$ cat src/rtl/usr_pkg.sv
// usr_pkg: shared mode encodings for the universal shift register
package usr_pkg;
    localparam logic [1:0] MODE_HOLD = 2'b00;
    localparam logic [1:0] MODE_SHR  = 2'b01;
    localparam logic [1:0] MODE_SHL  = 2'b10;
    localparam logic [1:0] MODE_LOAD = 2'b11;
endpackage

$ cat src/rtl/usr_bit_cell.sv
// usr_bit_cell: one register bit with a hold/right/left/load mux and synchronous reset
module usr_bit_cell
    import usr_pkg::*;
#(
    parameter logic RESET_BIT = 1'b0
) (
    input  logic       clk,
    input  logic       rst_n,
    input  logic [1:0] sel,
    input  logic       from_hi,
    input  logic       from_lo,
    input  logic       load,
    output logic       q
);
    logic d;

    // Select the next value: hold, neighbour above (shift right), neighbour below (shift left) or load
    always_comb
        d = (sel == MODE_SHR)  ? from_hi :
            (sel == MODE_SHL)  ? from_lo :
            (sel == MODE_LOAD) ? load    : q;

    // Storage bit; reset wins over any selected operation
    always_ff @(posedge clk)
        if (!rst_n) q <= RESET_BIT;
        else        q <= d;
endmodule

$ cat src/rtl/universal_shift_reg.sv
// universal_shift_reg: hold / shift right / shift left / parallel load register with optional rotate
module universal_shift_reg
    import usr_pkg::*;
#(
    parameter int               WIDTH     = 8,
    parameter logic [WIDTH-1:0] RESET_VAL = '0
) (
    input  logic             clk,
    input  logic             rst_n,
    input  logic             en,
    input  logic [1:0]       mode,
    input  logic             rot,
    input  logic             sin_r,
    input  logic             sin_l,
    input  logic [WIDTH-1:0] pdata,
    output logic [WIDTH-1:0] q,
    output logic             sout_r,
    output logic             sout_l
);
    logic [1:0]       sel;
    logic [WIDTH-1:0] hi_in;
    logic [WIDTH-1:0] lo_in;

    // Disabled register behaves exactly like hold, whatever the mode
    always_comb sel = en ? mode : MODE_HOLD;

    assign sout_r = q[0];
    assign sout_l = q[WIDTH-1];

    for (genvar i = 0; i < WIDTH; i++) begin : g_bit
        // End cells take the serial input, or the wrapped bit from the opposite end when rotating
        if (i == WIDTH - 1) begin : g_top
            assign hi_in[i] = rot ? q[0] : sin_r;
        end else begin : g_mid_hi
            assign hi_in[i] = q[i+1];
        end
        if (i == 0) begin : g_bot
            assign lo_in[i] = rot ? q[WIDTH-1] : sin_l;
        end else begin : g_mid_lo
            assign lo_in[i] = q[i-1];
        end
        usr_bit_cell #(.RESET_BIT(RESET_VAL[i])) u_cell (
            .clk    (clk),
            .rst_n  (rst_n),
            .sel    (sel),
            .from_hi(hi_in[i]),
            .from_lo(lo_in[i]),
            .load   (pdata[i]),
            .q      (q[i])
        );
    end
endmodule

$ cat config.mk
export PLATFORM = sky130hd
export DESIGN_NAME = universal_shift_reg
export DESIGN_NICKNAME = d
export VERILOG_FILES = /design/src/rtl/usr_pkg.sv /design/src/rtl/usr_bit_cell.sv /design/src/rtl/universal_shift_reg.sv
export SDC_FILE = /design/constraint.sdc
export NUM_CORES = 1
export LEC_CHECK = 0
export BUFFER_PORTS_ARGS = -buffer_cell sky130_fd_sc_hd__buf_2
export CORE_MARGIN = 2
export CORE_UTILIZATION = 30
export DETAILED_ROUTE_END_ITERATION = 6
export RECOVER_POWER = 100
export SLEW_MARGIN = 0
export SYNTH_ARGS = -nofsm -noshare
export SYNTH_HDL_FRONTEND = slang
export SYNTH_HIERARCHICAL = 1
export SYNTH_SLANG_ARGS = --single-unit
$ cat constraint.sdc
create_clock -name clk -period 2.41 [get_ports clk]
set_clock_uncertainty 0.1 [all_clocks]
set_input_delay 0.241 -clock clk [delete_from_list [all_inputs] [get_ports clk]]
set_output_delay 0.241 -clock clk [all_outputs]
set_load 0.01 [all_outputs]
== Word-level counts from Yosys, hierarchy flattened ==
Cells that the tools add are included.

* Bits in registers: 8
* Word-level logic and storage cells: 39
* Memories: 0
* Latch bits: 0
* Memory bits (read-only): 0
* Bits in writable memories: 0

* Shift operators: 0
* $mul: 0
* Equal/unequal tests: 3
* $lt $le $gt $ge: 0
* Add/sub/neg operators: 0
* Bitwise logic cells: 0
* Div/mod/pow operators: 0
* Reduce and logical (&&, ||, !) cells: 1
* Muxes and demuxes: 27

{| class="wikitable"
|+ Operators with widths
! operator !! count
|-
| $mux W1 || 26
|-
| $eq A2 B2 Y1 const B || 2
|-
| $reduce_bool A3 Y1 || 1
|-
| $eq A2 B1 Y1 const B || 1
|-
| $mux W2 || 1
|}

== Logic depth before layout (Yosys ltp) ==
Gate-level depths: netlist of the first run.

* Depth after elaboration: 5
* Mapped depth: 3
* Depth with buffers taken out: 3

== Cells and area by module ==
Netlist of the first run, hierarchy kept.

{| class="wikitable"
|+ Modules (own cells, without submodules)
! module !! instances !! area an instance (µm²) !! seq. area each (µm²) !! cells each
|-
| usr_bit_cell || 8 || 48.8 || 20.0 || 3
|-
| universal_shift_reg || 1 || 95.1 || 0.0 || 12
|}

== Least setup slack after synthesis of the first run ==
OpenSTA, ideal clock, no wires.

* Path type: input to register
* From: input port mode[1]
* To: register g_bit[0].u_cell.q
* Arrival time: 1328 ps
* Cell stages on the path: 3
* Path buffers: 0
* Path slack: 867 ps
* Library setup time: 115 ps
* Cells stage by stage: and2_1 > mux4_2 > and2_1

* Cells in the longest elaborated chain, start to end: 4
* Elaborated cells on any way between the ends: 7

{| class="wikitable"
|+ Ends and longest elaborated chain
! what !! RTL line !! text
|-
| start: declaration || universal_shift_reg.sv:11 || <nowiki>input logic [1:0] mode,</nowiki>
|-
| $mux W2 * || universal_shift_reg.sv:25 || <nowiki>always_comb sel = en ? mode : MODE_HOLD;</nowiki>
|-
| $eq A2 B2 Y1 || usr_bit_cell.sv:20 || <nowiki>(sel == MODE_SHL) ? from_lo :</nowiki>
|-
| $mux W1 || usr_bit_cell.sv:20 ||
|-
| $mux W1 || usr_bit_cell.sv:19 || <nowiki>d = (sel == MODE_SHR) ? from_hi :</nowiki>
|-
| end signal: assignment || usr_bit_cell.sv:25 || <nowiki>if (!rst_n) q <= RESET_BIT;</nowiki>
|-
| end signal: assignment || usr_bit_cell.sv:26 || <nowiki>else q <= d;</nowiki>
|-
| end: declaration || usr_bit_cell.sv:13 || <nowiki>output logic q</nowiki>
|}

Mark *: on every way between the ends. The rest lies on a longest branch, timed or not.
A chain may end at the register's enable or synchronous reset.

== Final worst setup path of the first run ==
* From: input port en
* To: register g_bit[2].u_cell.q

* Cells in the longest elaborated chain, start to end: 4
* Elaborated cells on any way between the ends: 7

{| class="wikitable"
|+ Ends and longest elaborated chain
! what !! RTL line !! text
|-
| start: declaration || universal_shift_reg.sv:10 || <nowiki>input logic en,</nowiki>
|-
| $mux W2 * || universal_shift_reg.sv:25 ||
|-
| via sel[1] || universal_shift_reg.sv:20 || <nowiki>logic [1:0] sel;</nowiki>
|-
| $eq A2 B2 Y1 || usr_bit_cell.sv:20 ||
|-
| $mux W1 || usr_bit_cell.sv:20 ||
|-
| $mux W1 || usr_bit_cell.sv:19 ||
|-
| end signal: assignment || usr_bit_cell.sv:25 ||
|-
| end signal: assignment || usr_bit_cell.sv:26 ||
|-
| end: declaration || usr_bit_cell.sv:13 ||
|}

Mark *: on every way through the listed nets, which the timed path passes. The rest lies on a longest branch.

==> results of run 1 <==
worst max-delay path by stage:
stage               startpoint           endpoint  slack (ns)  cells past startpoint
detailed placement          en  g_bit[2].u_cell/q        0.69                      4
global route                en  g_bit[5].u_cell/q        0.68                      4
global placement            en  g_bit[4].u_cell/q        0.72                      4
finish                      en  g_bit[2].u_cell/q        0.82                      4
floorplan              mode[1]  g_bit[0].u_cell/q        0.87                      3
CTS                         en  g_bit[2].u_cell/q        0.96                      4
metal layers:
layer,global-route usage (%),share of wire (%)
met1,13.9,44
met2,16.8,45
met3,4.49,9.6
met4,5.45,2.1
met5,0,0
cell usage in the layout, fill, tap and decap left out:
master	count
and2_0	3
and2_1	7
buf_2	15
clkbuf_1	10
clkbuf_4	3
dfxtp_1	8
mux2_2	2
mux4_2	8
metrics by stage:
stage	total power [mW]	setup slack, ns	util (%)	cells
after floorplan	0.176	0.867	-	36
final	0.290	0.823	38.5	72
after global routing	0.306	0.679	38.5	72
after CTS	0.296	0.956	39.4	72
after global placement	0.192	0.718	37.9	69
after detailed placement	0.193	0.692	37.9	69
power breakdown:
part           leakage, nW  internal (mW)  switching (mW)
clock               0.0138         0.0570          0.0458
combinational        0.156         0.0287          0.0177
sequential          0.0648          0.137         0.00452
cell families (layout without fill, tap and decap cells):
logic type,Yosys count,after routing,synth area share (%)
flops,8,8,33.0
mux,10,10,41.8
simple gates,10,10,12.9
buf+inv,8,28,12.4
worst max-delay path: cells and delay by family:
family / cells / cell delay, ns
buffers and inverters: 1 / 0.08
muxes: 1 / 0.57
and+or+nand+nor: 2 / 0.73
cell type report:
class | count | share of cell area [%]
sequential | 8 | 27.6
timing repair buffer | 25 | 19.4
clock buffer | 3 | 3.88
tap | 16 | 3.45
multi-input combinational | 20 | 45.7
==> parameters.txt, run 1 <==
Parameter                              Value

Outcome
  Outcome ... finished clean

Worst setup path
  Capturing element type of the critical path ... register
  Most used cell along the critical path ... and2_0
  Arrival time at the worst endpoint ... roughly 1.6 ns
  R2R depth ... 3
  Top fanout value on the critical path ... 8
  Endpoint of the worst register-to-register path ... g_bit[7].u_cell/q
  Register-to-Register Setup Slack ... a little under 1 ns
  Worst path required time ... 2.45 ns
  Sequence of cells on the critical path ... buf_2, and2_0, mux4_2, and2_0
  CP max-delay cell ... and2_0
  Nature of the critical path startpoint ... input port
  Critical Setup Path Class ... in -> reg
  Slowest Stage Delay on Critical Path ... around 0.57 ns
  Origin of the critical flop-to-flop path ... g_bit[0].u_cell/q

Timing
  Minimum clock period after layout ... between 1.5 and 2 ns
  Final Cycle Share ... 65.9%
  Setup repair after global routing missed its margin ... no
  Slew of the pin with the lowest slew margin ... between 0.7 and 0.8 ns
  Max-slew violation count ... 0
  Maximum clock frequency ... 0.630 GHz
  Final count of hold timing violations ... 0
  Relative slew margins ... 53.0%
  Smallest hold slack ... approximately 0.18 ns
  Endpoints failing setup ... 0
  Final TNS setup ... 0 ns

Logic synthesis
  Summed instance area of the synthesized netlist ... just under 500 um^2
  Average instance area after synthesis ... 13.5 um^2
  Number of enable flip-flop cells after synthesis ... 0
  Post-synthesis register bit count ... 8
  List of most frequent post-synthesis cells ... 10 x and2_1, 8 x buf_4, 8 x dfxtp_1, 8 x mux4_2, 2 x mux2_2
  Nets in the synthesized netlist ... 52
  Library cells used by synthesis ... 5
  Share of flip-flops with an asynchronous set or reset ... 0%
  Part of the Yosys area used for sequential elements ... between 30% and 40%
  Leading cell types by total area after synthesis ... mux4_2 37%, dfxtp_1 33%, and2_1 13%
  Most repeated cell in the gate-level netlist after synthesis ... and2_1
  Area share of the leading cell type in the synthesized netlist ... 37.1%
  Cell accounting for the most synthesized area ... mux4_2
  Main flop type after synthesis ... dfxtp_1
  Warnings from Yosys ... 6
  Gate count after technology mapping ... 36

Routing
  Total via count after detailed routing ... 349
  Post-route antenna net violation count ... 0
  Vias per inst ... roughly 4.8
  DRT Wirelength ... 925 um
  Remaining routing DRC violations ... 0
  Routed length per instance ... about 13 um
  First-iteration detailed-routing DRC count ... 0
  First-pass iteration count of the detailed router ... 1

Worst hold path
  Hold path cells ... 2
  Hold-critical path endpoint ... g_bit[1].u_cell/q
  Class of the tightest hold or removal check ... in -> reg
  Hold Startpoint ... rst_n

Die
  Die Width ... around 44 um
  Area of the core region ... 1510 um^2
  Boundary Pins ... 26
  Floorplan die height ... between 40 and 50 um
  Initial core utilization ... between 30% and 40%
  # rows ... 14
  Area of the die ... 1960 um^2

Power
  Static leakage ... about 0.23 nW
  Worst vdd rail ir drop ... ~220 uV
  Areal power density over the cells ... 500 nW/um^2

Clock tree
  CTS resizes ... 0
  Clock sinks ... 8
  Number of buffers on the longest clock path ... 2
  TritonCTS clock tree ... done
  Post-CTS setup repair buffer count ... 0
  Latest clock arrival within the worst-skew pair ... approximately 0.25 ns
  Htree depth ... 1
  Root Buffer Master ... clkbuf_4
  Post-CTS Hold Fix Bufs ... 0
  Number of CTS-inserted buffers ... 3
  Clock transition time at the flip-flop clock pins of the worst setup and hold paths ... approximately 0.06 ns

Place
  Port bufs ... 25
  Placed wire-length estimate after detailed placement ... around 760 um
  Final RePlAce weighted congestion ... ~0.67
  Placed inst area ... between 500 and 600 um^2

Final layout
  Fill cell count ... 163
  Number of inserted diodes ... 0
  Layout Cell Area excl Fill ... 581 um^2
  Final-stage net count ... 74
  Ratio of cells with drive above 1 in the final layout ... roughly 50%
  Combined area of the multi-input logic cells ... ~270 um^2
  Register with the most flip-flops ... g_bit.u_cell/q
  Sequential standard cell area ... between 150 and 200 um^2
  Max FFs per register ... 8
  Biggest registers after layout ... g_bit.u_cell/q: 8 flops
  Layout overhead on the synthesized area ... 19.6%

Global routing
  Number of global-route vias before repair ... between 300 and 400
  Global-route usage over all layers ... roughly 11%
  Pin count of the biggest net entering global routing ... 9
  Total gr overflow ... 0
  First-pass GRT wire length ... ~1500 um
  Number of antenna violations at the first check in global routing ... 0

Job
  # Max-Cap Violations ... 0
No activity file was read; power rests on OpenSTA's default activity.
==> run 2, diff against run 1 <==
- clock period: 2.41 -> 1.4 ns (I/O delays scaled with it)
==> run 2 against run 1 <==
- setup slack lost 0.79 ns
- critical path depth decreased by 1
- core utilization up 1.6 points
- non-clock buffer count increased by 2
- wire length is 0.22% higher
- sequential power up 71%
- largest power group unchanged
==> parameters.txt, run 2 (synthesis results as in run 1) <==
Parameter                              Value

Outcome
  Outcome ... finished clean (unchanged)

Power
  Switching power ... 0.119 mW (was 0.0680 mW)
  Proportion of total power due to net switching ... 23.4% (about the same)
  Clk network pwr share ... 34.9% (was 35.4%)
  Internal portion of total power ... 0.389 mW (was 0.222 mW)
  Share of total power in sequential cells ... 47.6% (was 48.6%)
  Static leakage ... 0.253 nW (was 0.234 nW)
  Worst vdd rail ir drop ... 259 uV (was 221 uV)
  Areal power density over the cells ... 840 nW/um^2 (was 500 nW/um^2)
  Comb pwr share ... 17.5% (was 16.0%)

Timing
  Relative slew margins ... 77.8% (was 53.0%)
  Setup repair after global routing missed its margin ... no (unchanged)
  Final count of hold timing violations ... 0 (unchanged)
  Max-slew violation count ... 0 (unchanged)
  Endpoints failing setup ... 0 (unchanged)
  Minimum clock period after layout ... around 1.4 ns
  Maximum clock frequency ... roughly 0.73 GHz
  Final Cycle Share ... between 90% and 100%
  Slew of the pin with the lowest slew margin ... 0.333 ns (was 0.705 ns)
  Final TNS setup ... 0 ns (unchanged)

Global routing
  Number of global-route vias before repair ... 340 (was 332)
  Global-route usage over all layers ... 11.1% (was 11.2%)
  Pin count of the biggest net entering global routing ... 9 (unchanged)
  Total gr overflow ... 0 (unchanged)
  First-pass GRT wire length ... 1460 um (was 1530 um)
  Number of antenna violations at the first check in global routing ... 0 (unchanged)

Worst setup path
  Sequence of cells on the critical path ... mux2_4, mux4_2, and2_4 (was buf_2, and2_0, mux4_2, and2_0)
  Top fanout value on the critical path ... 2 (was 8)
  Crit path buf inv count ... 0 (was 1)
  R2R depth ... 3 (unchanged)
  Category of cells accounting for the largest share of critical-path delay ... multiplexers (was simple AND/OR/NAND/NOR gates)
  Critical Setup Path Class ... reg -> reg (was in -> reg)
  Origin of the critical flop-to-flop path ... g_bit[0].u_cell/q (unchanged)
  Arrival time at the worst endpoint ... 1.41 ns (was 1.63 ns)
  CP max-delay cell ... mux4_2 (was and2_0)
  Worst path required time ... 1.44 ns (was 2.45 ns)
  Endpoint of the worst register-to-register path ... g_bit[7].u_cell/q (unchanged)
  Slowest Stage Delay on Critical Path ... 0.45 ns (was 0.57 ns)
  Register-to-Register Setup Slack ... 0.04 ns (was 0.98 ns)
  Capturing element type of the critical path ... register (unchanged)
  Nature of the critical path startpoint ... register (was input port)

Clock tree
  Number of CTS-inserted buffers ... 3 (unchanged)
  Clock sinks ... 8 (unchanged)
  Post-CTS Hold Fix Bufs ... 0 (unchanged)
  Clock transition time at the flip-flop clock pins of the worst setup and hold paths ... 0.05 ns (was 0.06 ns)
  Latest clock arrival within the worst-skew pair ... 0.25 ns (about the same)
  Htree depth ... 1 (unchanged)
  TritonCTS clock tree ... done (unchanged)
  Root Buffer Master ... clkbuf_4 (unchanged)
  Post-CTS setup repair buffer count ... 0 (unchanged)
  Number of buffers on the longest clock path ... 2 (unchanged)

Final layout
  Most frequent standard cell in the layout excluding fill and tap cells ... buf_2 (unchanged)
  Final-stage net count ... 76 (was 74)
  Number of inserted diodes ... 0 (unchanged)
  Ratio of cells with drive above 1 in the final layout ... 56.9% (was 50.0%)
  Max FFs per register ... 8 (unchanged)
  Layout Cell Area excl Fill ... 604 um^2 (was 581 um^2)
  Biggest registers after layout ... g_bit.u_cell/q: 8 flops (unchanged)
  Register with the most flip-flops ... g_bit.u_cell/q (unchanged)
  Fraction of the core area covered by cells at the end of the flow ... 40.1% (was 38.5%)
  Layout overhead on the synthesized area ... 24.5% (was 19.6%)
  Commonest cells after routing, fill and taps aside ... 15 x buf_2, 10 x clkbuf_1, 8 x mux4_2 (was 15 x buf_2, 10 x clkbuf_1, 8 x mux4_2, 8 x dfxtp_1, 7 x and2_1)

Routing
  Routed length per instance ... 12.5 um (was 12.8 um)
  Total via count after detailed routing ... 361 (was 349)
  Post-route antenna net violation count ... 0 (unchanged)
  First-iteration detailed-routing DRC count ... 4 (was 0)
  Remaining routing DRC violations ... 0 (unchanged)
  First-pass iteration count of the detailed router ... 2 (was 1)
  Vias per inst ... 4.88 (was 4.85)
  DRT Wirelength ... 927 um (was 925 um)

Die
  # rows ... 14 (unchanged)
  Area of the core region ... 1510 um^2 (unchanged)
  Initial core utilization ... 32.2% (unchanged)
  Floorplan die height ... 44.2 um (unchanged)
  Die Width ... 44.2 um (unchanged)
  Area of the die ... 1960 um^2 (unchanged)
  Boundary Pins ... 26 (unchanged)

Worst hold path
  Hold path cells ... 2 (unchanged)
  Hold Startpoint ... rst_n (unchanged)
  Class of the tightest hold or removal check ... in -> reg (unchanged)
  Hold-critical path endpoint ... g_bit[1].u_cell/q (unchanged)

Job
  # Max-Cap Violations ... 0 (unchanged)

Place
  Placed inst area ... 588 um^2 (was 571 um^2)
  Final RePlAce weighted congestion ... 0.621 (was 0.671)
  Port bufs ... 25 (unchanged)
## run 2: cell types whose count changed in the layout (fill, tap and decap cells not counted)
cell and change:
buf_4 +2, mux2_4 +1, dfxtp_1 -1, and2_2 +1
dfxtp_2 +1, and2_4 +1, mux2_2 -1, and2_0 -2
## run 2: area by class of cell
type | count | area (um^2)
Fill cell | 158 | 902
Timing Repair Buffer | 27 | 128
Tap cell | 16 | 20.0
Clock buffer | 3 | 22.5
Multi-Input combinational cell | 20 | 273
Sequential cell | 8 | 161
## run 2: worst register-to-register path, delay by kind of cell (launching register included)
kind	cells	cell delay, ns
DFF	1	0.31
and+or+nand+nor	1	0.14
muxes	2	0.71
## run 2: per-stage QoR
stage / hold WS (ns) / instances / worst slack (ns) / power, mW
after floorplan: 0.162 / 36 / 0.00289 / 0.304
after global placement: 0.349 / 71 / -0.0296 / 0.335
after detailed placement: 0.347 / 71 / -0.0413 / 0.336
after CTS: 0.0812 / 74 / 0.0118 / 0.519
after global routing: 0.102 / 74 / 0.00900 / 0.542
final: 0.0875 / 74 / 0.0375 / 0.507
## run 2: worst max-delay path by stage
| stage | from | cells past startpoint | slack (ns) | end |
|---|---|---|---|---|
| 4_1_cts | g_bit[0].u_cell/q | 3 | 0.01 | g_bit[7].u_cell/q |
| 6_report | g_bit[0].u_cell/q | 3 | 0.04 | g_bit[7].u_cell/q |
| 5_1_grt | g_bit[0].u_cell/q | 3 | 0.009 | g_bit[7].u_cell/q |
| 2_1_floorplan | g_bit[7].u_cell/q | 3 | 0.003 | g_bit[0].u_cell/q |
| 3_3_place_gp | en | 4 | -0.03 | g_bit[6].u_cell/q |
| 3_5_place_dp | en | 4 | -0.04 | g_bit[2].u_cell/q |
## run 2: power groups by stage
stage / registers [mW] / logic, mW / clock network [mW]
5_1_grt: 0.242 / 0.0968 / 0.203
6_report: 0.241 / 0.0889 / 0.177
4_1_cts: 0.241 / 0.0906 / 0.188
2_1_floorplan: 0.247 / 0.0572 / 0
3_5_place_dp: 0.246 / 0.0904 / 0
3_3_place_gp: 0.246 / 0.0894 / 0
## run 2: repair_timing
item                                    in CTS  in global routing
gates resized for setup                      0                  3
endpoints found under the setup margin       0                  2
hold endpoints to repair                     0                  0
## run 2: layer usage
layer	GRT usage (%)	share of wire, %	up-vias
li1	-	-	171
met1	13.3	45	174
met2	15.9	46	16
met3	4.90	8.6	0
met4	7.27	0	0
met5	0	0	-
